File: src/rtl/spram_port_arbiter_pkg.sv
// Shared types and helpers for the single-port RAM arbiter.
// PORT_RD doubles as the reset value of the round-robin history.
package spram_port_arbiter_pkg;

    typedef enum logic {
        PORT_WR = 1'b0,
        PORT_RD = 1'b1
    } port_sel_e;

    function automatic int addrBits(input int size);
        return (size > 1) ? $clog2(size) : 1;
    endfunction

endpackage

File: src/rtl/spram_port_arbiter_rr_arb2.sv
// Two-way round-robin grant logic: grants are combinational, the history
// register remembers which port won the last granted cycle.
module spram_port_arbiter_rr_arb2
    import spram_port_arbiter_pkg::*;
(
    input  logic clk,
    input  logic rst,
    input  logic wr_req_i,
    input  logic rd_req_i,
    output logic wr_gnt_o,
    output logic rd_gnt_o
);

    port_sel_e lastGnt_q;
    port_sel_e lastGnt_d;

    // On a tie the port that did not win last time gets the RAM.
    always_comb begin
        wr_gnt_o  = 1'b0;
        rd_gnt_o  = 1'b0;
        lastGnt_d = lastGnt_q;
        if (!rst) begin
            if (wr_req_i && rd_req_i) begin
                wr_gnt_o = (lastGnt_q == PORT_RD);
                rd_gnt_o = (lastGnt_q == PORT_WR);
            end else begin
                wr_gnt_o = wr_req_i;
                rd_gnt_o = rd_req_i;
            end
        end
        if (wr_gnt_o) begin
            lastGnt_d = PORT_WR;
        end else if (rd_gnt_o) begin
            lastGnt_d = PORT_RD;
        end
    end

    always_ff @(posedge clk) begin
        if (rst) begin
            lastGnt_q <= PORT_RD;
        end else begin
            lastGnt_q <= lastGnt_d;
        end
    end

endmodule

File: src/rtl/spram_port_arbiter.sv
// Shares one single-port RAM between a write and a read requester, one access
// per cycle, and returns read data aligned to the RAM's registered read.
module spram_port_arbiter
    import spram_port_arbiter_pkg::*;
#(
    parameter  int SIZE       = 255,
    parameter  int INPUT_SIZE = 8,
    localparam int ADDR_BITS  = addrBits(SIZE)
) (
    input  logic                  clk,
    input  logic                  rst,
    input  logic                  wr_req,
    input  logic [ADDR_BITS-1:0]  wr_addr,
    input  logic [INPUT_SIZE-1:0] wr_data,
    output logic                  wr_gnt,
    input  logic                  rd_req,
    input  logic [ADDR_BITS-1:0]  rd_addr,
    output logic                  rd_gnt,
    output logic                  rd_valid,
    output logic [INPUT_SIZE-1:0] rd_data,
    output logic [ADDR_BITS-1:0]  ram_addr,
    output logic                  ram_w_en,
    output logic [INPUT_SIZE-1:0] ram_in,
    input  logic [INPUT_SIZE-1:0] ram_out
);

    localparam logic [ADDR_BITS:0] SizeExt = SIZE[ADDR_BITS:0];

    logic                  wrInRange;
    logic                  rdInRange;
    logic [ADDR_BITS-1:0]  holdAddr_q, holdAddr_d;
    logic [INPUT_SIZE-1:0] holdData_q, holdData_d;
    logic                  rdValid_q, rdValid_d;
    logic                  rdOob_q, rdOob_d;

    spram_port_arbiter_rr_arb2 u_arb (
        .clk      (clk),
        .rst      (rst),
        .wr_req_i (wr_req),
        .rd_req_i (rd_req),
        .wr_gnt_o (wr_gnt),
        .rd_gnt_o (rd_gnt)
    );

    assign wrInRange = ({1'b0, wr_addr} < SizeExt);
    assign rdInRange = ({1'b0, rd_addr} < SizeExt);

    // Out-of-range accesses are still granted so neither requester can stall;
    // only the RAM write enable and the returned data are suppressed.
    always_comb begin
        holdAddr_d = holdAddr_q;
        holdData_d = holdData_q;
        if (wr_gnt) begin
            holdAddr_d = wr_addr;
            holdData_d = wr_data;
        end else if (rd_gnt) begin
            holdAddr_d = rd_addr;
        end
        rdValid_d = rd_gnt;
        rdOob_d   = rd_gnt & ~rdInRange;
        ram_addr  = rst ? '0 : holdAddr_d;
        ram_in    = rst ? '0 : holdData_d;
        ram_w_en  = wr_gnt & wrInRange;
    end

    always_ff @(posedge clk) begin
        if (rst) begin
            holdAddr_q <= '0;
            holdData_q <= '0;
            rdValid_q  <= 1'b0;
            rdOob_q    <= 1'b0;
        end else begin
            holdAddr_q <= holdAddr_d;
            holdData_q <= holdData_d;
            rdValid_q  <= rdValid_d;
            rdOob_q    <= rdOob_d;
        end
    end

    // A read granted just before reset must never surface during reset.
    assign rd_valid = rdValid_q & ~rst;
    assign rd_data  = (rd_valid && !rdOob_q) ? ram_out : '0;

endmodule

File: config.mk
export PLATFORM = sky130hd
export DESIGN_NAME = spram_port_arbiter
export DESIGN_NICKNAME = d
export VERILOG_FILES = /design/src/rtl/spram_port_arbiter_pkg.sv /design/src/rtl/spram_port_arbiter_rr_arb2.sv /design/src/rtl/spram_port_arbiter.sv
export SDC_FILE = /design/constraint.sdc
export NUM_CORES = 1
export LEC_CHECK = 0
export BUFFER_PORTS_ARGS = -buffer_cell sky130_fd_sc_hd__buf_2
export CORE_ASPECT_RATIO = 1.2
export CORE_UTILIZATION = 43
export DETAILED_ROUTE_END_ITERATION = 12
export PLACE_DENSITY = 0.81
export SYNTH_ARGS = -nofsm -noshare
export SYNTH_HDL_FRONTEND = slang
export SYNTH_SLANG_ARGS = --single-unit
File: constraint.sdc
create_clock -name clk -period 1.6 [get_ports clk]
set_clock_uncertainty 0.1 [all_clocks]
set_input_delay 0.16 -clock clk [delete_from_list [all_inputs] [get_ports clk]]
set_output_delay 0.16 -clock clk [all_outputs]
set_load 0.005 [all_outputs]
Word-level counts from Yosys, hierarchy flattened
Index checks and enable logic that the tools add are counted.
{ "classes": {"bitwise": 6, "n_reduce_logical": 4, "magnitude_cmp": 2, "n_mux": 12} }
{ "ops": {"columns": ["op", "count"], "rows": [
  ["$mux 8", 6],
  ["$lt 8x8->1 const B", 2],
  ["$mux 1", 6],
  ["$and 1x1->1", 3],
  ["$not 1->1", 3],
  ["$logic_and 1x1->1", 2],
  ["$reduce_bool 2->1", 1],
  ["$logic_not 1->1", 1]
]} }
{ "word_totals": {"inputBits": 36, "out_inout_bits": 28, "reg_bits": 19} }

Logic depth before layout (Yosys ltp)
Gate-level depths: netlist (run 1).
{ "logic_depth": {"word_depth": 6, "depth_mapped": 5} }

Modules after synthesis
A second synthesis (run 1) with hierarchy kept.
{ "hier_totals": {"cells_unflattened": 89, "area_unflattened_um2": 922.1} }
{ "by_module_without_submodules": {"columns": ["mod", "seq_area_each_um2", "area_each_um2", "cells_per_inst", "n_inst"], "rows": [
  ["spram_port_arbiter", 360.3, 862.1, 82, 1],
  ["spram_port_arbiter_rr_arb2", 20.0, 60.1, 7, 1]
]} }

Least setup slack after synthesis (run 1)
OpenSTA, ideal clock, no wires.
{ "synth_path": {"path_kind": "register to output", "from": "register u_arb.lastGnt_q", "to": "output ram_addr[0]", "path_slack_ns": 0.381, "path_stages_with_launch": 4, "arrival_time_ns": 0.959, "n_path_buf": 0, "required_ns": 1.340, "path_cell_list": "dfxtp_1 > and2b_2 > nor2_4 > a221oi_2"} }
{ "synth_via": {"elab_chain_cells": 6, "word_cells_on_any_way": 8} }
{ "synth_rtl": {"columns": ["element", "line_no", "rtl"], "rows": [
  ["start: declaration", "spram_port_arbiter_rr_arb2.sv:14", "port_sel_e lastGnt_q;"],
  ["start signal: assignment", "spram_port_arbiter_rr_arb2.sv:42", "lastGnt_q <= lastGnt_d;"],
  ["$not 1->1", "spram_port_arbiter_rr_arb2.sv:25", "rd_gnt_o = (lastGnt_q == PORT_WR);"],
  ["$mux 1", "spram_port_arbiter_rr_arb2.sv:23", "if (wr_req_i && rd_req_i) begin"],
  ["$mux 1", "spram_port_arbiter_rr_arb2.sv:22", "if (!rst) begin"],
  ["$mux 8", "spram_port_arbiter.sv:56", "end else if (rd_gnt) begin"],
  ["$mux 8 *", "spram_port_arbiter.sv:53", "if (wr_gnt) begin"],
  ["$mux 8 *", null, null],
  ["end: declaration", "spram_port_arbiter.sv:21", "output logic [ADDR_BITS-1:0] ram_addr,"]
]} }
Every way passes the cells marked *; elsewhere a longest branch is shown, timed or not.

Final worst setup path (run 1)
{ "layout_path": {"from": "register u_arb.lastGnt_q", "to": "output ram_in[1]"} }
{ "layout_via": {"elab_chain_cells": 4} }
{ "layout_rtl": {"columns": ["element", "line_no", "rtl"], "rows": [
  ["$mux 1", "spram_port_arbiter_rr_arb2.sv:23", null],
  ["$mux 1", "spram_port_arbiter_rr_arb2.sv:22", null],
  ["$mux 8", "spram_port_arbiter.sv:53", null],
  ["$mux 8", null, null],
  ["end: declaration", "spram_port_arbiter.sv:23", "output logic [INPUT_SIZE-1:0] ram_in,"]
]} }
No other way between the ends.

==> results.toml, run 1 <==
[outcome]
outcome = "finished, violations left"
violations = "setup timing"

[logic_synthesis]
yosysSeqAreaShare_pct = 34.27
syn-cell-area_mm2 = 0.001110
synthDistinctLibCells = 27
synth_area_leader_cell = "dfxtp_1"
yosys.area_share.simple_pct = 15.22
synth_mux_area_share_pct = 0
synthTopCellsByArea = "dfxtp_1 (34%), a221oi_2 (22%), o21ai_0 (6.3%)"
ys_ff_latch = 19
syn_area_per_cell_um2 = 9.821
synth_top_family_by_area = "compound AO/OA/AOI/OAI gates"
yosysWarnings = 0
synth_compound_area_share_pct = 39.01
syn-num-nets = 149
synth_top_area_share_pct = 34.27
yosys.area_share.xor_xnor_pct = 0
synthAdderAreaFrac_pct = 0
postSynthCellCount = 113

[pwr]
ir_drop_mv = 0.4967
switchingPower_uw = 337.7
power.density_mw_per_mm2 = 682.1
p_int_uw = 767.6
p_clk_share_pct = 22.1
finalPower_mw = 1.105
p_comb_share_pct = 30.4
power_frac_seq_pct = 47.5
sw_frac_of_total_pct = 30.55
cellLeakagePower_nw = 0.7822

[global_route]
grt_pass1_vias = 1148
grt_use_met2_pct = 42.86
antenna_found_initial = 0
grt_use_met1_pct = 26.97
grtUsageMet3_pct = 2.362
grt-busiest-layer = "met2"
grt_max_degree = 31
grtUsageTotal_pct = 23.12
grt_pass1_wl_mm = 5.050
gr-total-overflow = 0

[routing]
firstDrtPassIters = 4
drt-initial-drc-count = 20
routed_wl_mm = 3.218
vias = 1223
final_antenna_net_count = 0
viasPerCell = 5.584
wire_per_inst_um = 14.69
drc = 0

[clocking]
cts_root_buf = "clkbuf_4"
cts.sinks = 19
cts_htree_levels = 1
clkTransAtPathRegs_ns = 0.12
worstSkewPairLatency_ns = 0.30
numCtsBuffers = 3
hold_buffers = 0
cts_buffer_depth = 2
cts_tree = "built"

[timing]
max_clock_freq_ghz = 0.5692
period_minus_slack_ns = 1.757
drv_slew = 0
finalHoldViolations = 0
max-slew-margin-rel_pct = 76.60
finalSetupTns_ns = -1.337
rsz0062_at_grt = "yes"
min_period_over_period_pct = 109.8
tightest_slew_ns = 0.3473
setup-violations-final = 16
fin_ws_ns = -0.1569

[floorplanning]
io_pins = 64
core_area_mm2 = 0.002354
rows = 19
dieHeight_um = 57.65
initial_core_util_pct = 47.16
dieArea_mm2 = 0.002789
die_w_um = 48.38

[worst_setup_path]
crit_family = "flip-flops"
path_max_fanout = 8
path_buf_inv = 2
cp_data_arrival_time_ns = 1.50
path_cells = "and2b_4 -> buf_6 -> o21ai_1 -> a21oi_1 -> buf_2"
critPathLaunchType = "flip-flop"
worstSetupEndpointType = "output port"
slowest_stage = "dfxtp_2"
crit_type = "reg2out"
slowest_delay_ns = 0.35
crit_required_ns = 1.34

[layout]
multi_input_area_um2 = 649.4
final_common_cell = "buf_2"
register_area_um2 = 381.6
final_nets = 225
fin_util_pct = 68.85
syn_to_final_growth_pct = 46.00
drive_gt1_share_pct = 61.70
num_antenna_cells = 0
final_cell_mix = "buf_2 (63), dfxtp_1 (18), a221oi_2 (15), buf_4 (14)"
fill_cells = 197

[place]
io_buffers = 63
gp_congestion = 0.7764
dp_hpwl_mm = 2.250

[min_path]
hold_class = "in2reg"

[flow_run]
max_cap_viol_count = 0
==> stage by stage <==
stage	hold slack (ns)	area [µm²]	worst slack (ns)	instances
floorplan	0.2049	1110	0.3805	113
global placement	0.3342	1443	0.1642	202
detailed placement	0.3382	1443	0.1391	202
CTS	0.01803	1533	-0.1113	212
global route	0.03352	1620	-0.2168	219
finish	0.02111	1620	-0.1569	219
==> worst reg2reg max path, cell delays in order, from the launching register on <==
cell and delay [ns]:
dfxtp_2 0.36, and2b_4 0.20, buf_6 0.13, o21ai_1 0.19, a21oi_2 0.09, buf_4 0.13, buf_4 0.13
==> registers in the layout (all words and copies together) (netlist names) <==
register         flops
holdAddr_q           8
holdData_q           8
rdOob_q              1
rdValid_q            1
u_arb.lastGnt_q      1
==> Yosys cell counts <==
cell      count
a21oi_1       8
a221oi_2     16
and2_1        8
and2_4        1
and2b_1       1
and2b_2       1
and3_1        1
and4_1        2
buf_12        1
buf_2         3
buf_4         4
buf_6         1
bufinv_8      1
dfxtp_1      19
inv_1         8
inv_2         1
nand4_1       2
nor2_1        3
nor2_4        1
nor2b_1       1
nor2b_2       1
nor3_1        2
nor3_2        1
o211ai_1      8
o21ai_0      14
o21ai_1       3
o21bai_1      1
==> worst paths after layout <==
check,slack (ns),depth (start not counted),start,endpoint
max,-0.16,5,u_arb.lastGnt_q$_SDFFE_PP1P_,ram_in[1]
min,0.02,3,wr_addr[4],holdAddr_q[4]$_DFF_P_
max reg2reg,0.17,6,u_arb.lastGnt_q$_SDFFE_PP1P_,holdData_q[2]$_DFF_P_
min reg2reg,0.51,3,holdData_q[7]$_DFF_P_,holdData_q[7]$_DFF_P_
==> cell type report <==
| class | count | area share (%) |
|---|---|---|
| tap | 31 | 2.394 |
| clock buffer | 3 | 1.390 |
| clock inverter | 1 | 0.3089 |
| sequential | 19 | 23.55 |
| inverter | 10 | 3.166 |
| multi-input combinational | 75 | 40.08 |
| timing repair buffer | 80 | 29.11 |
==> cell families (layout without fill, tap and decap cells) <==
kind of cell           count (synthesis)  after routing
buffers and inverters                 19             94
AND/OR/NAND/NOR                       25             25
AO/OA/AOI/OAI                         50             50
flip-flops                            19             19
==> power by group through the flow <==
stage               Sequential [mW]  Clock, mW  Combinational (mW)
finish                        0.525      0.244               0.336
global route                  0.528      0.266               0.365
CTS                           0.524      0.250               0.305
detailed placement            0.534          0               0.285
global placement              0.532          0               0.276
floorplan                     0.530          0               0.178
==> routing by layer <==
metal,share of wire [%],up-vias
met4,2.0,0
li1,-,578
met5,0,-
met1,40,580
met3,5.3,8
met2,53,57
==> repair_timing <==
item                       in CTS  in global routing
setup buffers                   7                  8
gates resized for setup         4                 15
setup endpoints to repair      16                 25
pin swaps                      17                  8
No activity file was read; power rests on OpenSTA's default activity.
==> run 2, diff against run 1 <==
--- a/config.mk
+++ b/config.mk
@@ -10,6 +10,8 @@
 export CORE_UTILIZATION = 43
 export DETAILED_ROUTE_END_ITERATION = 12
 export PLACE_DENSITY = 0.81
+export REMOVE_ABC_BUFFERS = 1
+export SLEW_MARGIN = 20
 export SYNTH_ARGS = -nofsm -noshare
 export SYNTH_HDL_FRONTEND = slang
 export SYNTH_SLANG_ARGS = --single-unit
==> constraint.sdc (replaced) <==
create_clock -name clk -period 1.8 [get_ports clk]
set_clock_uncertainty 0.1 [all_clocks]
set_input_delay 0.18 -clock clk [delete_from_list [all_inputs] [get_ports clk]]
set_output_delay 0.18 -clock clk [all_outputs]
set_load 0.005 [all_outputs]
==> results.toml, run 2 (synthesis results as in run 1) <==
[outcome]
outcome = "completed"

[layout]
drive_gt1_share_pct = 58.15
fin_util_pct = 67.57
final_nets = 221
top_regs = "holdAddr_q: 8 flops, holdData_q: 8 flops"
final_cell_mix = "buf_2 (63), dfxtp_1 (18), a221oi_2 (11), buf_4 (11), o21ai_0 (9)"
num_antenna_cells = 0
final_common_cell = "buf_2"
finalNonFillerCells = 215
syn_to_final_growth_pct = 43.29
fill_cells = 189
final_area_mm2 = 0.001590

[pwr]
ir_drop_mv = 0.4590
cellLeakagePower_nw = 0.7554
power.density_mw_per_mm2 = 617.0
power_frac_seq_pct = 47.6
p_int_uw = 677.4
p_clk_share_pct = 22.5
switchingPower_uw = 303.7
p_comb_share_pct = 29.9
finalPower_uw = 981.1
sw_frac_of_total_pct = 30.96

[worst_setup_path]
crit_required_ns = 1.52
path_max_fanout = 5
critPathLaunchType = "flip-flop"
crit_type = "reg2out"
ff2ff_setup_slack_ns = 0.51
worstSetupEndpointType = "output port"
cp_data_arrival_time_ns = 1.49

[global_route]
grt_pass1_vias = 1065
grtUsageTotal_pct = 21.59
grt_pass1_wl_mm = 4.643
antenna_found_initial = 0
grt_max_degree = 20
gr-total-overflow = 0

[routing]
drt-initial-drc-count = 15
firstDrtPassIters = 4
drc = 0
final_antenna_net_count = 0
routed_wl_mm = 3.051
wire_per_inst_um = 14.19
viasPerCell = 5.428
vias = 1167

[timing]
max_clock_freq_ghz = 0.5664
max-slew-margin-rel_pct = 73.12
rsz0062_at_grt = "yes"
finalHoldViolations = 0
setup-violations-final = 0
drv_slew = 0
finalSetupTns_ns = 0
tightest_slew_ns = 0.3990
period_minus_slack_ns = 1.766
min_period_over_period_pct = 98.09

[place]
dp_hpwl_mm = 2.212
gp_congestion = 0.7316
place_inst = 203
placed_cell_area_mm2 = 0.001425
io_buffers = 63

[floorplanning]
dieHeight_um = 57.65
rows = 19
die_w_um = 48.38
initial_core_util_pct = 47.16
dieArea_mm2 = 0.002789
core_area_mm2 = 0.002354
io_pins = 64

[clocking]
cts_tree = "built"
cts_htree_levels = 1
worstSkewPairLatency_ns = 0.30
clkTransAtPathRegs_ns = 0.13
numCtsBuffers = 3
cts_root_buf = "clkbuf_4"
cts_buffer_depth = 2
cts.sinks = 19
hold_buffers = 0

[flow_run]
max_cap_viol_count = 0

[min_path]
hold_class = "in2reg"
-- run 2: cell types whose count changed in the layout (fill, tap and decap cells not counted), moves of 2 or more --
cell	delta
buf_4	-3
o21ai_1	+2
a221oi_2	-4
a221oi_4	+4
buf_12	-2
o21ai_2	-2
-- run 2: final timing paths --
kind,start,endpoint,cells past startpoint
worst max-delay path,u_arb.lastGnt_q$_SDFFE_PP1P_,ram_addr[3],5
worst min-delay path,wr_addr[5],holdAddr_q[5]$_DFF_P_,3
worst max register to register,u_arb.lastGnt_q$_SDFFE_PP1P_,holdData_q[1]$_DFF_P_,5
worst min register to register,holdData_q[3]$_DFF_P_,holdData_q[3]$_DFF_P_,2
-- run 2: critical path, stage by stage, from the launching register on --
cell,delay (ns)
dfxtp_4,0.37
buf_4,0.14
and2_4,0.17
a221oi_2,0.25
a221oi_4,0.10
buf_2,0.15
-- run 2: cell type report --
| class | instances | area (µm²) | share of cell area [%] |
|---|---|---|---|
| well taps | 31 | 38.79 | 2.439 |
| clock inverters | 1 | 5.005 | 0.3147 |
| repair buffers | 75 | 409.1 | 25.73 |
| clock buffers | 3 | 22.52 | 1.416 |
| inverters | 10 | 51.30 | 3.226 |
| flip-flops and latches | 19 | 384.1 | 24.15 |
| multi-input cells | 76 | 679.4 | 42.72 |
-- run 2: metal layers --
metal	wire length, µm	track usage [%]	up-vias
li1	-	-	571
met3	139	2.887	4
met4	50	10.50	0
met2	1649	40.24	47
met5	0	0	-
met1	1212	24.30	545
-- run 2: power groups by stage --
stage	Clock (mW)	Sequential (mW)	Combinational (mW)
3_3_place_gp	0	0.475	0.239
2_1_floorplan	0	0.473	0.123
3_5_place_dp	0	0.477	0.245
5_1_grt	0.246	0.471	0.318
4_1_cts	0.226	0.465	0.267
6_report	0.221	0.467	0.294
-- run 2: stage by stage --
stage / hold WS, ns / setup WS [ns]
after floorplan: 0.1568 / 0.4066
after global placement: 0.3541 / 0.2562
after detailed placement: 0.3614 / 0.1986
after CTS: 0.03901 / 0.004400
after global routing: 0.03682 / -0.03763
final: 0.04322 / 0.03436
-- run 2: timing repair --
item | in CTS | in global routing
gates cloned | 0 | 1
pin swaps | 9 | 9
resized for setup | 6 | 12
buffers inserted | 4 | 4
endpoints found under the setup margin | 9 | 16
